$ cat config.mk
export PLATFORM = sky130hd
export DESIGN_NAME = scalar_mult_sequencer
export DESIGN_NICKNAME = d
export VERILOG_FILES = /design/src/rtl/scalar_mult_sequencer.sv
export SDC_FILE = /design/constraint.sdc
export NUM_CORES = 2
export LEC_CHECK = 0
export CAP_MARGIN = 10
export CORE_AREA = 2 2 710 712
export CTS_BUF_LIST = sky130_fd_sc_hd__clkbuf_2
export DETAILED_ROUTE_END_ITERATION = 10
export DIE_AREA = 0 0 712 714
export PLACE_DENSITY = 0.34
export SYNTH_ARGS = -nofsm -noshare
export SYNTH_HDL_FRONTEND = slang
export SYNTH_SLANG_ARGS = --single-unit
$ cat constraint.sdc
create_clock -name clk -period 4.2 [get_ports clk]
set_clock_uncertainty 0.1 [all_clocks]
set_input_delay 0.63 -clock clk [delete_from_list [all_inputs] [get_ports clk]]
set_output_delay 0.63 -clock clk [all_outputs]
set_load 0.01 [all_outputs]
$ cat src/rtl/scalar_mult_sequencer.sv
// Left-to-right double-and-add controller. Point arithmetic is done by an external unit.
// Define SKM_FAST_SCAN_EN to find the scalar MSB in one cycle; otherwise SCAN steps one bit per cycle.
module scalar_mult_sequencer #(
   parameter int NUM_BITS = 163,
   parameter int K_BITS   = 163
) (
   input  logic                clk,
   input  logic                n_rst,
   input  logic                start,
   input  logic [NUM_BITS:0]   x,
   input  logic [NUM_BITS:0]   y,
   input  logic [K_BITS-1:0]   k,
   output logic [NUM_BITS:0]   SkX,
   output logic [NUM_BITS:0]   SkY,
   output logic                inf,
   output logic                busy,
   output logic                done,
   output logic                op_start,
   output logic                op_sel,
   output logic [NUM_BITS:0]   op_ax,
   output logic [NUM_BITS:0]   op_ay,
   output logic [NUM_BITS:0]   op_bx,
   output logic [NUM_BITS:0]   op_by,
   input  logic                op_done,
   input  logic                op_rinf,
   input  logic [NUM_BITS:0]   op_rx,
   input  logic [NUM_BITS:0]   op_ry
);

   localparam int IW = (K_BITS > 1) ? $clog2(K_BITS) : 1;

   typedef enum logic [2:0] {
      IDLE, SCAN, DBL, DBL_WAIT, ADD, ADD_WAIT, NEXT, FIN
   } state_t;

   typedef logic [NUM_BITS:0] coord_t;
   typedef logic [IW-1:0]     idx_t;

   localparam idx_t IDX_TOP = idx_t'(K_BITS - 1);

   state_t            state, state_nx;
   coord_t            p_x, p_y, p_x_nx, p_y_nx;
   coord_t            q_x, q_y, q_x_nx, q_y_nx;
   logic              q_inf, q_inf_nx;
   logic [K_BITS-1:0] k_r, k_nx;
   idx_t              idx, idx_nx;
   logic              issue, issue_add;
   logic              p_zero;
   logic              result_ok;

   assign p_zero = (p_x == '0) && (p_y == '0);
   // op_start is high only in the first WAIT cycle, so a same-cycle op_done cannot belong to this op.
   assign result_ok = op_done && !op_start;

`ifdef SKM_FAST_SCAN_EN
   function automatic idx_t msb_index(input logic [K_BITS-1:0] v);
      msb_index = '0;
      for (int b = 0; b < K_BITS; b++)
         if (v[b]) msb_index = idx_t'(b);
   endfunction
`endif

   always_comb begin
      // NOTE: every variable gets a default before the case so no path can infer a latch.
      state_nx  = state;
      p_x_nx    = p_x;
      p_y_nx    = p_y;
      k_nx      = k_r;
      idx_nx    = idx;
      q_x_nx    = q_x;
      q_y_nx    = q_y;
      q_inf_nx  = q_inf;
      issue     = 1'b0;
      issue_add = 1'b0;

      case (state)
         IDLE: begin
            if (start) begin
               p_x_nx   = x;
               p_y_nx   = y;
               k_nx     = k;
               idx_nx   = IDX_TOP;
               q_inf_nx = 1'b1;
               state_nx = SCAN;
            end
         end

         SCAN: begin
`ifdef SKM_FAST_SCAN_EN
            if (k_r == '0 || p_zero) begin
               state_nx = FIN;
            end else begin
               q_x_nx   = p_x;
               q_y_nx   = p_y;
               q_inf_nx = 1'b0;
               idx_nx   = msb_index(k_r);
               state_nx = NEXT;
            end
`else
            if (p_zero) begin
               state_nx = FIN;
            end else if (k_r[idx]) begin
               q_x_nx   = p_x;
               q_y_nx   = p_y;
               q_inf_nx = 1'b0;
               state_nx = NEXT;
            end else if (idx == '0) begin
               state_nx = FIN;
            end else begin
               idx_nx = idx - idx_t'(1);
            end
`endif
         end

         NEXT: begin
            if (idx == '0) begin
               state_nx = FIN;
            end else begin
               idx_nx   = idx - idx_t'(1);
               state_nx = DBL;
            end
         end

         DBL: begin
            // Doubling infinity is infinity, so no op is needed.
            if (q_inf) begin
               state_nx = k_r[idx] ? ADD : NEXT;
            end else begin
               issue    = 1'b1;
               state_nx = DBL_WAIT;
            end
         end

         DBL_WAIT: begin
            if (result_ok) begin
               q_x_nx   = op_rx;
               q_y_nx   = op_ry;
               q_inf_nx = op_rinf;
               state_nx = k_r[idx] ? ADD : NEXT;
            end
         end

         ADD: begin
            if (q_inf) begin
               q_x_nx   = p_x;
               q_y_nx   = p_y;
               q_inf_nx = 1'b0;
               state_nx = NEXT;
            end else begin
               issue     = 1'b1;
               issue_add = 1'b1;
               state_nx  = ADD_WAIT;
            end
         end

         ADD_WAIT: begin
            if (result_ok) begin
               q_x_nx   = op_rx;
               q_y_nx   = op_ry;
               q_inf_nx = op_rinf;
               state_nx = NEXT;
            end
         end

         FIN:     state_nx = IDLE;
         default: state_nx = IDLE;
      endcase
   end

   always_ff @(posedge clk or negedge n_rst) begin
      if (!n_rst) begin
         state    <= IDLE;
         p_x      <= '0;
         p_y      <= '0;
         q_x      <= '0;
         q_y      <= '0;
         q_inf    <= 1'b0;
         k_r      <= '0;
         idx      <= '0;
         SkX      <= '0;
         SkY      <= '0;
         inf      <= 1'b0;
         busy     <= 1'b0;
         done     <= 1'b0;
         op_start <= 1'b0;
         op_sel   <= 1'b0;
         op_ax    <= '0;
         op_ay    <= '0;
         op_bx    <= '0;
         op_by    <= '0;
      end else begin
         // NOTE: non-blocking assignments so every register samples pre-edge values.
         state    <= state_nx;
         p_x      <= p_x_nx;
         p_y      <= p_y_nx;
         q_x      <= q_x_nx;
         q_y      <= q_y_nx;
         q_inf    <= q_inf_nx;
         k_r      <= k_nx;
         idx      <= idx_nx;
         busy     <= (state_nx != IDLE);
         done     <= (state_nx == FIN);
         op_start <= issue;

         // Operands stay put after issue until the next op is launched.
         if (issue) begin
            op_sel <= issue_add;
            op_ax  <= q_x;
            op_ay  <= q_y;
            op_bx  <= p_x;
            op_by  <= p_y;
         end

         if (state_nx == FIN) begin
            SkX <= q_inf ? '0 : q_x;
            SkY <= q_inf ? '0 : q_y;
            inf <= q_inf;
         end
      end
   end

endmodule

==> flow_metrics.tcl <==
set metrics [dict create \
    grt_setup_unrepaired "true" \
    synth-edff-count 0 \
    synth_top_family_by_area "simple AND/OR/NAND/NOR gates" \
    slew_violations 0 \
    die_w_um 712 \
    numCtsBuffers 582 \
    io_buffers 1812 \
    max_freq_mhz 231 \
    max_cap_viol_count 0 \
    ys.warnings.count 0 \
    wl_per_cell_um 25.7 \
    ys_seq_area_share_pct 60.7 \
    final_common_cell "nand2_1" \
    clk_pin_slew_ns 0.12 \
    clkSinkCount 1820 \
    synth_compound_gate_area_share_pct 3.23 \
    antenna_found_initial 219 \
    multi_input_area_um2 28400 \
    cts_tree "built" \
    synthesis.area_um2 75000 \
    clock_latency_ns 2.25 \
    routabilityCongestion 0.838 \
    num_vias 80600 \
    num_io_pins 1813 \
    drc 0 \
    cp.arrival_ns 6.21 \
    met3_usage_pct 4.84 \
    dieArea_um2 508000 \
    use_met1_pct 24.9 \
    finish.utilization_pct 28.0 \
    final_cell_mix "4,123 x nand2_1, 2,956 x dlygate4sd3_1, 1,809 x dfrtp_1, 1,768 x clkdlybuf4s50_1, 791 x clkbuf_2" \
    end_kind "register" \
    synth_ff_type "dfrtp_1" \
    ys_ff_latch 1820 \
    period_needed_ns 4.32 \
    placed_cells_incl_taps 16500 \
    drt_iter0_drc 5098 \
    synth_nets 8919 \
    dp_hpwl_um 396000 \
    htree_levels 6 \
    drt-pass1-iter-count 7 \
    synth_adder_area_share_pct 0.0334 \
    setup_viol 252 \
    power.static_leakage_nw 62.4 \
    grt_pass1_wl_um 717000 \
    wl_um 527000 \
    seq_area_um2 45600 \
    min_path_type "register to register" \
    use_met2_pct 34.3 \
    syn_to_final_growth_pct 87.0 \
    fillerInstances 54300 \
    gr-usage-all-layers_pct 20.0 \
    start_util_pct 15.0 \
    synth.area.mux_share_pct 6.29 \
    grt_remaining_overflow 0 \
    finalCritPeriodShare_pct 103 \
    ys_types 55 \
    worst-path-max-fanout 8 \
    p_per_area_nw_per_um2 751 \
    async_flop_share_pct 100 \
    cp-start-kind "register" \
    grt_max_degree 132 \
    root_buffer "clkbuf_2" \
    synthXorXnorAreaFrac_pct 0.0234 \
    nets 14200 \
    rows 260 \
    status "complete, but fails checks" \
    violations "negative setup slack" \
    crit_type "register to register" \
    grt_pass1_vias 85200 \
    peakVddDrop_uv 663 \
    synth_top_cell_by_area "dfrtp_1" \
    cp_data_required_time_ns 6.09 \
    antenna_left 0 \
    postSynthAreaPerCell_um2 9.27 \
    core_area_um2 500000 \
    max-slew-margin-rel_pct 19.8 \
    yosysTopAreaCellShare_pct 60.7 \
    top_usage_layer "met2" \
    finalNonFillerCells 20500 \
    clockBufferDepth 4 \
    yosys.area_share.simple_pct 26.8 \
    avgViaCountPerCell 3.94 \
    die_h_um 714 \
    worst_slack_ns -0.122 \
    synth_area_leaders "dfrtp_1 61%, nand2_1 21%, mux2_1 4.5%, nor2b_1 2.8%, a31oi_1 2.8%" \
    tightest_slew_ns 1.20 \
    drive_above_1_share_pct 11.7 \
    hold_viol 0 \
    syn_inst 8093 \
    place_ws_ns -1.34 \
]
[cell usage after synthesis (all sizes together), types with 19 or more instances]
cell type and number:
nand2 4125, mux2 334, dfrtp 1820, nor2 351, nor2b 336, nor4 109, nand4 33, buf 94
mux2i 19, mux4 34, clkbuf 399, a31oi 332
[path summary, 6_finish.rpt]
path	slack (ns)	cells after the start	to	start
worst max-delay path	-0.12	15	inf$_DFFE_PN0N_	p_y[0]$_DFFE_PN0P_
max in group asynchronous	1.54	7	q_y[42]$_DFFE_PN0P_	n_rst
worst min-delay path	0.32	2	op_ax[128]$_DFFE_PN0P_	q_x[128]$_DFFE_PN0P_
worst max register to register	-0.12	15	inf$_DFFE_PN0N_	p_y[0]$_DFFE_PN0P_
worst min register to register	0.32	2	op_ax[128]$_DFFE_PN0P_	q_x[128]$_DFFE_PN0P_
min in group asynchronous	1.14	6	op_ay[148]$_DFFE_PN0P_	n_rst
[timing repair]
action,in CTS,in global routing
pin swaps,8,17
hold buffers,2957,0
endpoints found under the hold margin,2733,0
gates cloned,5,9
gates resized for setup,169,274
buffers inserted,16,15
setup endpoints to repair,1637,1327
[kinds of logic after synthesis]
kind of cell	Yosys count
AO/OA/AOI/OAI	377
XOR/XNOR	2
adder cells (fa/ha/maj)	2
buffers and inverters	501
flip-flops	1820
multiplexers	387
AND/OR/NAND/NOR	5004
[worst max-delay path, cell delays in order (launching register included)]
cell and delay (ns):
dfrtp_2 0.54, nor4_4 0.61, buf_4 0.25, nand4_1 0.27, nor4_4 0.27, buf_4 0.17, nand4_1 0.22, o22ai_2 0.25
a21oi_2 0.08, a221oi_4 0.33, buf_6 0.15, buf_12 0.12, buf_16 0.17, buf_12 0.17, buf_12 0.14, mux2_4 0.30
[flip-flops by register name, summed over array words and instances, names as in the netlist, 3 cells and up]
name / flops
SkX: 164
SkY: 164
op_ax: 164
op_ay: 164
op_bx: 164
op_by: 164
p_x: 164
p_y: 164
q_x: 164
q_y: 164
k_r: 163
idx: 8
state: 3
[area by class of cell]
| type | instances | area share, % |
|---|---|---|
| timing repair buffer | 5197 | 37.6 |
| sequential | 1820 | 32.5 |
| multi-input combinational | 5772 | 20.2 |
| tap | 6681 | 5.96 |
| clock buffer | 791 | 2.82 |
| clock inverter | 119 | 0.692 |
| antenna | 100 | 0.178 |
| inverter | 8 | 0.0268 |
[through the flow]
step	cell area (µm²)	setup TNS, ns	power [mW]	hold slack (ns)
after detailed placement	103000	-580.69	80.8	0.360
after floorplan	75000	0	51.8	0.234
after CTS	139000	-295.30	105	0.0132
after global placement	103000	-610.47	80.7	0.358
final	140000	-13.41	105	0.316
after global routing	140000	-143.35	113	0.139
[power breakdown]
group / switching (mW) / internal (mW)
registers: 8.61 / 25.7
clock network: 9.40 / 5.89
logic: 29.4 / 26.3
total: 47.4 / 57.9
[metal layers]
metal | vias up | routed length, µm | part of all wire, %
met5 | - | 437 | 0.083
met2 | 2571 | 253000 | 48
met1 | 40300 | 223000 | 42
li1 | 36800 | - | -
met3 | 896 | 32200 | 6.1
met4 | 70 | 17500 | 3.3
Power figures use the tool's default switching activity.
